===== config.mk =====
export PLATFORM = sky130hd
export DESIGN_NAME = conv1_out_serializer
export DESIGN_NICKNAME = d
export VERILOG_FILES = /design/src/rtl/conv1_out_serializer.sv
export SDC_FILE = /design/constraint.sdc
export NUM_CORES = 2
export LEC_CHECK = 0
export BUFFER_PORTS_ARGS = -buffer_cell sky130_fd_sc_hd__buf_2
export CORE_MARGIN = 1
export CORE_UTILIZATION = 40
export CTS_BUF_LIST = sky130_fd_sc_hd__clkbuf_4 sky130_fd_sc_hd__clkbuf_8
export CTS_CLUSTER_DIAMETER = 200
export DETAILED_ROUTE_END_ITERATION = 10
export GPL_ROUTABILITY_DRIVEN = 0
export PLACE_DENSITY = 0.7
export SETUP_SLACK_MARGIN = 0.15
export SLEW_MARGIN = 25
export SYNTH_ARGS = -nofsm -noshare
export SYNTH_HDL_FRONTEND = slang
export SYNTH_SLANG_ARGS = --single-unit

===== constraint.sdc =====
create_clock -name clk -period 76.9 [get_ports clk]
set_clock_uncertainty 0.15 [all_clocks]
set_input_delay 15.38 -clock clk [delete_from_list [all_inputs] [get_ports clk]]
set_output_delay 15.38 -clock clk [all_outputs]
set_load 0.05 [all_outputs]

===== src/rtl/conv1_out_serializer.sv =====
// Buffers conv1_layer result vectors and replays them one channel word per beat over valid/ready.
// Optional macro SER_RELU_EN clamps negative words to zero at the buffer read.
module conv1_out_serializer #(
    parameter int DATA_W = 32,
    parameter int NUM_CH = 32,
    parameter int DEPTH  = 2
) (
    input  logic                        clk,
    input  logic                        rst_n,
    input  logic                        valid_in,
    input  logic [DATA_W-1:0]           vec_in [0:NUM_CH-1],
    output logic [DATA_W-1:0]           data_out,
    output logic                        valid_out,
    input  logic                        ready_in,
    output logic [$clog2(NUM_CH)-1:0]   ch_idx,
    output logic                        last,
    output logic [$clog2(DEPTH):0]      vec_cnt,
    output logic                        overflow
);
    localparam int CH_W  = $clog2(NUM_CH);
    localparam int PTR_W = $clog2(DEPTH);
    localparam int CNT_W = PTR_W + 1;
    localparam logic [CNT_W-1:0] CNT_FULL = CNT_W'(DEPTH);
    localparam logic [CNT_W-1:0] CNT_ONE  = CNT_W'(1);
    localparam logic [CNT_W-1:0] CNT_ZERO = CNT_W'(0);
    localparam logic [CH_W-1:0]  CH_LAST  = CH_W'(NUM_CH - 1);
    localparam logic [CH_W-1:0]  CH_ZERO  = CH_W'(0);
    localparam logic [CH_W-1:0]  CH_ONE   = CH_W'(1);
    localparam logic [PTR_W-1:0] PTR_ONE  = PTR_W'(1);

    typedef enum logic {S_IDLE = 1'b0, S_SEND = 1'b1} state_t;

    state_t              state_q, state_d;
    logic [DATA_W-1:0]   mem_q [DEPTH][NUM_CH];
    logic [PTR_W-1:0]    wr_ptr_q, wr_ptr_d, rd_ptr_q, rd_ptr_d;
    logic [CH_W-1:0]     ch_q, ch_d;
    logic [CNT_W-1:0]    cnt_q, cnt_d;
    logic                ovf_q, ovf_d;
    logic [DATA_W-1:0]   data_q, data_d;
    logic                valid_q, valid_d;
    logic                last_q, last_d;
    logic                beat_s, last_beat_s, accept_s;

    function automatic logic [DATA_W-1:0] out_word(input logic [DATA_W-1:0] w);
`ifdef SER_RELU_EN
        return w[DATA_W-1] ? {DATA_W{1'b0}} : w;
`else
        return w;
`endif
    endfunction

    // Next-state: capture/drop decision, beat advance, occupancy and registered output words.
    always_comb begin
        beat_s      = valid_q && ready_in;
        last_beat_s = beat_s && last_q;
        // A full buffer still accepts when the head vector frees its entry on this edge.
        accept_s    = valid_in && ((cnt_q != CNT_FULL) || last_beat_s);

        state_d  = state_q;
        wr_ptr_d = wr_ptr_q;
        rd_ptr_d = rd_ptr_q;
        ch_d     = ch_q;
        cnt_d    = cnt_q;
        ovf_d    = ovf_q;

        if (accept_s) begin
            wr_ptr_d = wr_ptr_q + PTR_ONE;
        end else begin
            ovf_d = ovf_q | valid_in;
        end

        case ({accept_s, last_beat_s})
            2'b10:   cnt_d = cnt_q + CNT_ONE;
            2'b01:   cnt_d = cnt_q - CNT_ONE;
            default: cnt_d = cnt_q;
        endcase

        if (beat_s) begin
            if (last_q) begin
                ch_d     = CH_ZERO;
                rd_ptr_d = rd_ptr_q + PTR_ONE;
            end else begin
                ch_d = ch_q + CH_ONE;
            end
        end else begin
            ch_d = ch_q;
        end

        case (state_q)
            S_IDLE: begin
                if (cnt_q != CNT_ZERO) begin
                    state_d = S_SEND;
                end else begin
                    state_d = S_IDLE;
                end
            end
            S_SEND: begin
                // A vector accepted on this same edge is not yet readable, so it waits one idle cycle.
                if (last_beat_s) begin
                    state_d = (cnt_q > CNT_ONE) ? S_SEND : S_IDLE;
                end else begin
                    state_d = S_SEND;
                end
            end
            default: state_d = S_IDLE;
        endcase

        valid_d = (state_d == S_SEND);
        last_d  = valid_d && (ch_d == CH_LAST);
        if (valid_d) begin
            data_d = out_word(mem_q[rd_ptr_d][ch_d]);
        end else begin
            data_d = {DATA_W{1'b0}};
        end
    end

    // Control state and registered outputs.
    always_ff @(posedge clk or negedge rst_n) begin
        if (!rst_n) begin
            state_q  <= S_IDLE;
            wr_ptr_q <= {PTR_W{1'b0}};
            rd_ptr_q <= {PTR_W{1'b0}};
            ch_q     <= CH_ZERO;
            cnt_q    <= CNT_ZERO;
            ovf_q    <= 1'b0;
            data_q   <= {DATA_W{1'b0}};
            valid_q  <= 1'b0;
            last_q   <= 1'b0;
        end else begin
            state_q  <= state_d;
            wr_ptr_q <= wr_ptr_d;
            rd_ptr_q <= rd_ptr_d;
            ch_q     <= ch_d;
            cnt_q    <= cnt_d;
            ovf_q    <= ovf_d;
            data_q   <= data_d;
            valid_q  <= valid_d;
            last_q   <= last_d;
        end
    end

    // Vector storage; contents need no reset.
    always_ff @(posedge clk) begin
        if (accept_s) begin
            for (int i = 0; i < NUM_CH; i++) begin
                mem_q[wr_ptr_q][i] <= vec_in[i];
            end
        end
    end

    assign data_out  = data_q;
    assign valid_out = valid_q;
    assign ch_idx    = ch_q;
    assign last      = last_q;
    assign vec_cnt   = cnt_q;
    assign overflow  = ovf_q;
endmodule


-- Yosys cells after proc, flatten, opt, wreduce, memory -nomap -nowiden
Memory sizes are Yosys's and may differ from the RTL's.
Cells that the tools add are included.
- bits in registers: 44
- bits in writable memories: 2048
- input port bits: 1028
- output and inout bits: 42
- memories kept: 1
- memories (name ; depth ; bits a word ; rd ports ; clocked after memory_dff ; write ports ; line ; RTL):
    mem_q ; 2 ; 1024 ; 1 ; 0 ; 1 ; 34 ; logic [DATA_W-1:0] mem_q [DEPTH][NUM_CH];
- add/sub/neg operators: 5
- magnitude comparators: 2
- equality and inequality tests: 4
- multiplexer cells: 15
- bitwise logic cells: 3
- reductions and logical operators: 7
- operators with widths (cell ; count):
    $bmux 32 s5 ; 1
    $mux 32 ; 3
    $mux 5 ; 2
    $mux 1 ; 7
    $ge 6x6->1 const B ; 1
    $not 5->6 ; 1
    $add 5x1->5 const B ; 1
    $eq 5x5->1 const B ; 1
    $logic_and 1x1->1 ; 4
    $pmux 2 s2 ; 1
    $reduce_bool 2->1 ; 2
    $add 1x1->1 const B ; 2
    $add 2x1->2 const B ; 1
    $eq 2x1->1 const B ; 1
    $eq 2x2->1 const B ; 1
    $gt 2x1->1 const B ; 1
    $ne 2x2->1 const B ; 1
    $pmux 1 s2 ; 1
    $sub 2x1->2 const B ; 1
    $logic_or 1x1->1 ; 1
    $not 1->1 ; 1
    $or 1x1->1 ; 1

-- Logic depth before layout (Yosys ltp)
- word-level depth: 8
- mapped depth: 13
- gate-level depth less buffers: 9

-- Least setup slack after synthesis
No wires, ideal clock.
- path kind: input to register
- start point: input port ready_in
- end point: memory mem_q[0][0] in the netlist's numbering, enable pin
- library setup time: 2.439 ns
- arrival time: 58.197 ns
- setup slack: 16.114 ns
- cell stages on the path: 5
- cells stage by stage: buf_2 -> nand3_1 -> nand2_1 -> nand2_1 -> nor2_1
- longest elaborated chain between the ends: 6
- ends and longest elaborated chain (item ; line ; RTL):
    from (decl) ; 14 ; input logic ready_in,
    $logic_and 1x1->1 ; 54 ; beat_s = valid_q && ready_in;
    $logic_and 1x1->1 ; 55 ; last_beat_s = beat_s && last_q;
    $logic_or 1x1->1 ; 57 ; accept_s = valid_in && ((cnt_q != CNT_FULL) || last_beat_s);
    $logic_and 1x1->1 ; 57 ;
    $mux 1 ; 144 ; if (accept_s) begin
    $mux 1 (implied by the code) ; 146 ; mem_q[wr_ptr_q][i] <= vec_in[i];
    to (decl) ; 34 ;
Every way passes these cells.

-- Worst setup path after layout
- start point: input port ready_in
- end point: register data_q[23], in the netlist data_out[23]
- longest elaborated chain between the ends: 7
- elaborated cells between the ends (all ways): 12
- classes of those cells: mux (8); bitwise (1); reduce/logical (2); memory (1)
- ends and longest elaborated chain (item ; line ; RTL):
    $logic_and 1x1->1 (*) ; 54 ;
    $mux 1 / $mux 5 (equally long branches) ; 78 ; if (beat_s) begin
    $mem_v2 2x1024 / $not 5->6 (equally long branches) ; n/a ;
    $bmux 32 s5 ; 111 ; data_d = out_word(mem_q[rd_ptr_d][ch_d]);
    $mux 32 (implied by the code) (2 in series) ; 111 ;
    $mux 32 (*) ; 110 ; if (valid_d) begin
    net data_d[23] ; 39 ; logic [DATA_W-1:0] data_q, data_d;
    to (signal assigned) ; 126 ; data_q <= {DATA_W{1'b0}};
    to (signal assigned) ; 136 ; data_q <= data_d;
    to (decl) ; 39 ;
Mark *: on every way through the listed nets, which the timed path passes. The rest lies on a longest branch. The select of a mux whose other input is x is not followed.
A chain may end at the register's enable or synchronous reset.

==> impl_metrics.py <==
metrics = {
    "critical_path": {
        "setup.worst_path.end_class": "flop",
        "slowest_delay_ns": 0.85,
        "worstPathCellList": "buf_2 -> and3_1 -> xnor2_4 -> inv_16 -> buf_4 -> buf_4 -> buf_4 -> mux4_2 -> a21oi_1 -> buf_4 -> a311oi_1 -> and3_1",
        "critPathSlowestCell": "buf_4",
        "critPathMaxFanout": 99,
        "crit_top_cell": "buf_4",
        "worstPathBufferInverterCount": 6,
        "crit_required_ns": 77.66,
        "arrival_ns": 21.09,
        "cp_top_family": "buffers and inverters",
        "critical_path_class": "in -> reg",
        "start_kind": "input pin",
    },
    "synth": {
        "synth-simple-area-share": 0.0929,
        "async_reset_ff_frac": 0.0210,
        "syn_area_sq_um": 80800,
        "yosysSeqAreaShare": 0.775,
        "synth-main-ff-cell": "edfxtp_1",
        "netlist_instances": 5230,
        "syn-num-nets": 6262,
        "synth_top_family_by_area": "simple AND/OR/NAND/NOR gates",
        "synth_cell_types": 73,
        "synth_compound_gate_area_share": 0.0616,
        "yosys-mux-area-fraction": 0.0506,
        "synth_edf_count": 2048,
        "yosys_warnings": 0,
        "ys_ff_latch": 2092,
        "synth_fa_ha_area_frac": 0.000619,
        "postSynthAreaPerCell_sq_um": 15.4,
        "synth_xor_area_frac": 0.000883,
    },
    "cells_and_area": {
        "area_growth_pct": 19.7,
        "layout-drive-gt1-share": 0.280,
        "fin_cells": 9568,
        "mostFrequentLayoutCells": "edfxtp_1 (2048), buf_2 (1069), nand2_1 (978)",
        "nNetsFinal": 7492,
        "fin_area_sq_um": 96700,
        "final_common_cell": "edfxtp_1",
        "n_fill_cell": 17000,
    },
    "die": {
        "die_w_um": 451,
        "rows": 164,
        "die_area_sq_um": 204000,
        "core_area_sq_um": 200000,
        "die_h_um": 451,
        "initial_core_util": 0.403,
        "ios": 1070,
    },
    "place": {
        "place_area_sq_um": 89600,
        "port_buffers": 1069,
        "dp_cells": 8756,
        "dp_slack_ns": 55.49,
        "dp_hpwl_um": 202000,
    },
    "sta": {
        "relSlewSlack": 0.270,
        "fmax_mhz": 49.2,
        "setup_ws_ns": 56.58,
        "rsz0062_at_grt": "false",
        "drv_slew": 0,
        "setup-tns-final_ns": 0,
        "setup_violations": 0,
        "hold_slack_ns": 0.323,
        "hold_viol": 0,
        "fin_crit_sh": 0.264,
        "fin_crit_ns": 20.32,
        "tightest_slew_ns": 1.10,
    },
    "power": {
        "pwr-share-clk": 0.228,
        "combinationalPowerShare": 0.380,
        "switchingPower_mw": 1.67,
        "ir_worst_vdd_mv": 0.0480,
        "p_leak_nw": 34.3,
        "power_per_cell_area_nw_per_um2": 43.1,
        "switching_share": 0.400,
        "p_int_mw": 2.50,
        "seqPwrFrac": 0.392,
    },
    "clock_network": {
        "path_clk_slew_ns": 0.06,
        "cts_setup_buffers": 0,
        "cts_tree": "yes",
        "ctsResizeCount": 0,
        "clk_latency_ns": 1.09,
        "htree_levels": 5,
        "max-clock-path-buffers": 4,
        "clock-sinks": 2092,
        "cts_root_buf": "clkbuf_8",
        "cts_hold_buf": 0,
        "cts_buffers": 357,
    },
    "status": {
        "status": "completed",
    },
    "global_routing": {
        "grt_pass1_vias": 51900,
        "grt_overflow": 0,
        "grt_max_degree": 175,
        "grt_usage": 0.274,
        "grt_pass1_wl_um": 389000,
        "antenna_found_initial": 277,
    },
    "route": {
        "drt_iter0_drc": 6095,
        "post_drt_wl_per_cell_um": 30.2,
        "via_per_inst": 5.62,
        "dr.pass1.iters": 6,
        "ant_nets": 0,
        "dr_total_vias": 53800,
        "route.detailed.drc": 0,
        "totalWireLength_um": 289000,
    },
    "flow_run": {
        "maxCapViolCount": 0,
    },
    "worst_hold_path": {
        "holdCritPathClass": "reg -> reg",
    },
}
[sequential cells by signal, indices dropped and copies added, names as in the netlist]
signal,cells
mem_q,2048
data_out,32
valid_out,1
rd_ptr_q,1
ch_idx,5
wr_ptr_q,1
overflow,1
vec_cnt,2
last,1
[Yosys cell counts, types with 37 or more instances]
| library cell | count | area (sq um) |
|---|---|---|
| nand3_1 | 307 | 1540 |
| a32oi_1 | 145 | 1270 |
| nor2_1 | 305 | 1140 |
| o21ai_0 | 158 | 791 |
| edfxtp_1 | 2048 | 61500 |
| buf_2 | 96 | 480 |
| a21oi_1 | 70 | 350 |
| and3_1 | 50 | 313 |
| a211oi_1 | 57 | 428 |
| clkbuf_1 | 175 | 657 |
| mux2i_1 | 200 | 2000 |
| dfrtp_1 | 44 | 1100 |
| nand2_1 | 982 | 3690 |
| a31oi_1 | 115 | 719 |
| nand4_1 | 64 | 400 |
| o22ai_1 | 37 | 231 |
| mux4_2 | 89 | 2000 |
[layout make-up]
class / instances / area, sq um / area share
Multi-Input combinational cell: 2803 / 17100 / 0.177
Timing Repair Buffer: 1194 / 6510 / 0.0673
Inverter: 12 / 78.8 / 0.000815
Sequential cell: 2092 / 62600 / 0.647
Clock inverter: 131 / 688 / 0.00712
Clock buffer: 475 / 5910 / 0.0611
Tap cell: 2656 / 3320 / 0.0344
Antenna cell: 205 / 513 / 0.00530
[path summary, 6_finish.rpt]
path,from,end,slack (ns),cells past startpoint
worst max register to register,last,data_out[23],70.23,11
worst min-delay path,overflow,overflow,0.32,1
worst min register to register,overflow,overflow,0.32,1
max in group asynchronous,rst_n,rd_ptr_q,61.69,3
min in group asynchronous,rst_n,data_out[0],13.98,1
worst max-delay path,ready_in,data_out[23],56.58,12
[through the flow]
step	utilization	power, mW
floorplan	-	2.93
global placement	0.445	3.20
detailed placement	0.447	3.25
CTS	0.480	4.20
global route	0.482	4.34
finish	0.483	4.17
[per-layer routing]
layer,vias to the layer above,wire length (um),part of all wire,GRT usage
met3,921,27300,0.095,0.0803
met1,26800,101000,0.35,0.314
met4,134,20500,0.071,0.179
met2,3067,139000,0.48,0.448
li1,22900,-,-,-
met5,-,833,0.0029,0
[power groups by stage]
stage / Sequential [mW] / Combinational [mW] / Clock [mW]
floorplan: 2.09 / 0.840 / 0
global placement: 1.65 / 1.55 / 0
detailed placement: 1.66 / 1.60 / 0
CTS: 1.64 / 1.60 / 0.961
global route: 1.65 / 1.67 / 1.01
finish: 1.64 / 1.58 / 0.949
[worst reg2reg max path, cell delays in order, from the launching register on]
cell and delay, ns:
dfrtp_1 0.84, and3_1 0.49, xnor2_4 0.25, inv_16 0.38
buf_4 0.86, buf_4 0.78, buf_4 0.86, mux4_2 0.67
a21oi_1 0.74, buf_4 0.23, a311oi_1 0.08, and3_1 0.21
[cells by family (layout without fill, tap and decap cells)]
group                      Yosys count  count (layout)
buffers and inverters              335            1812
xor gates and xnor gates             6               6
and+or+nand+nor                   1775            1775
other                                0             205
muxes                              296             296
DFF                               2092            2092
AOI/OAI and AO/OA                  722             722
adders and majority gates            4               4
No activity file was read; power rests on OpenSTA's default activity.
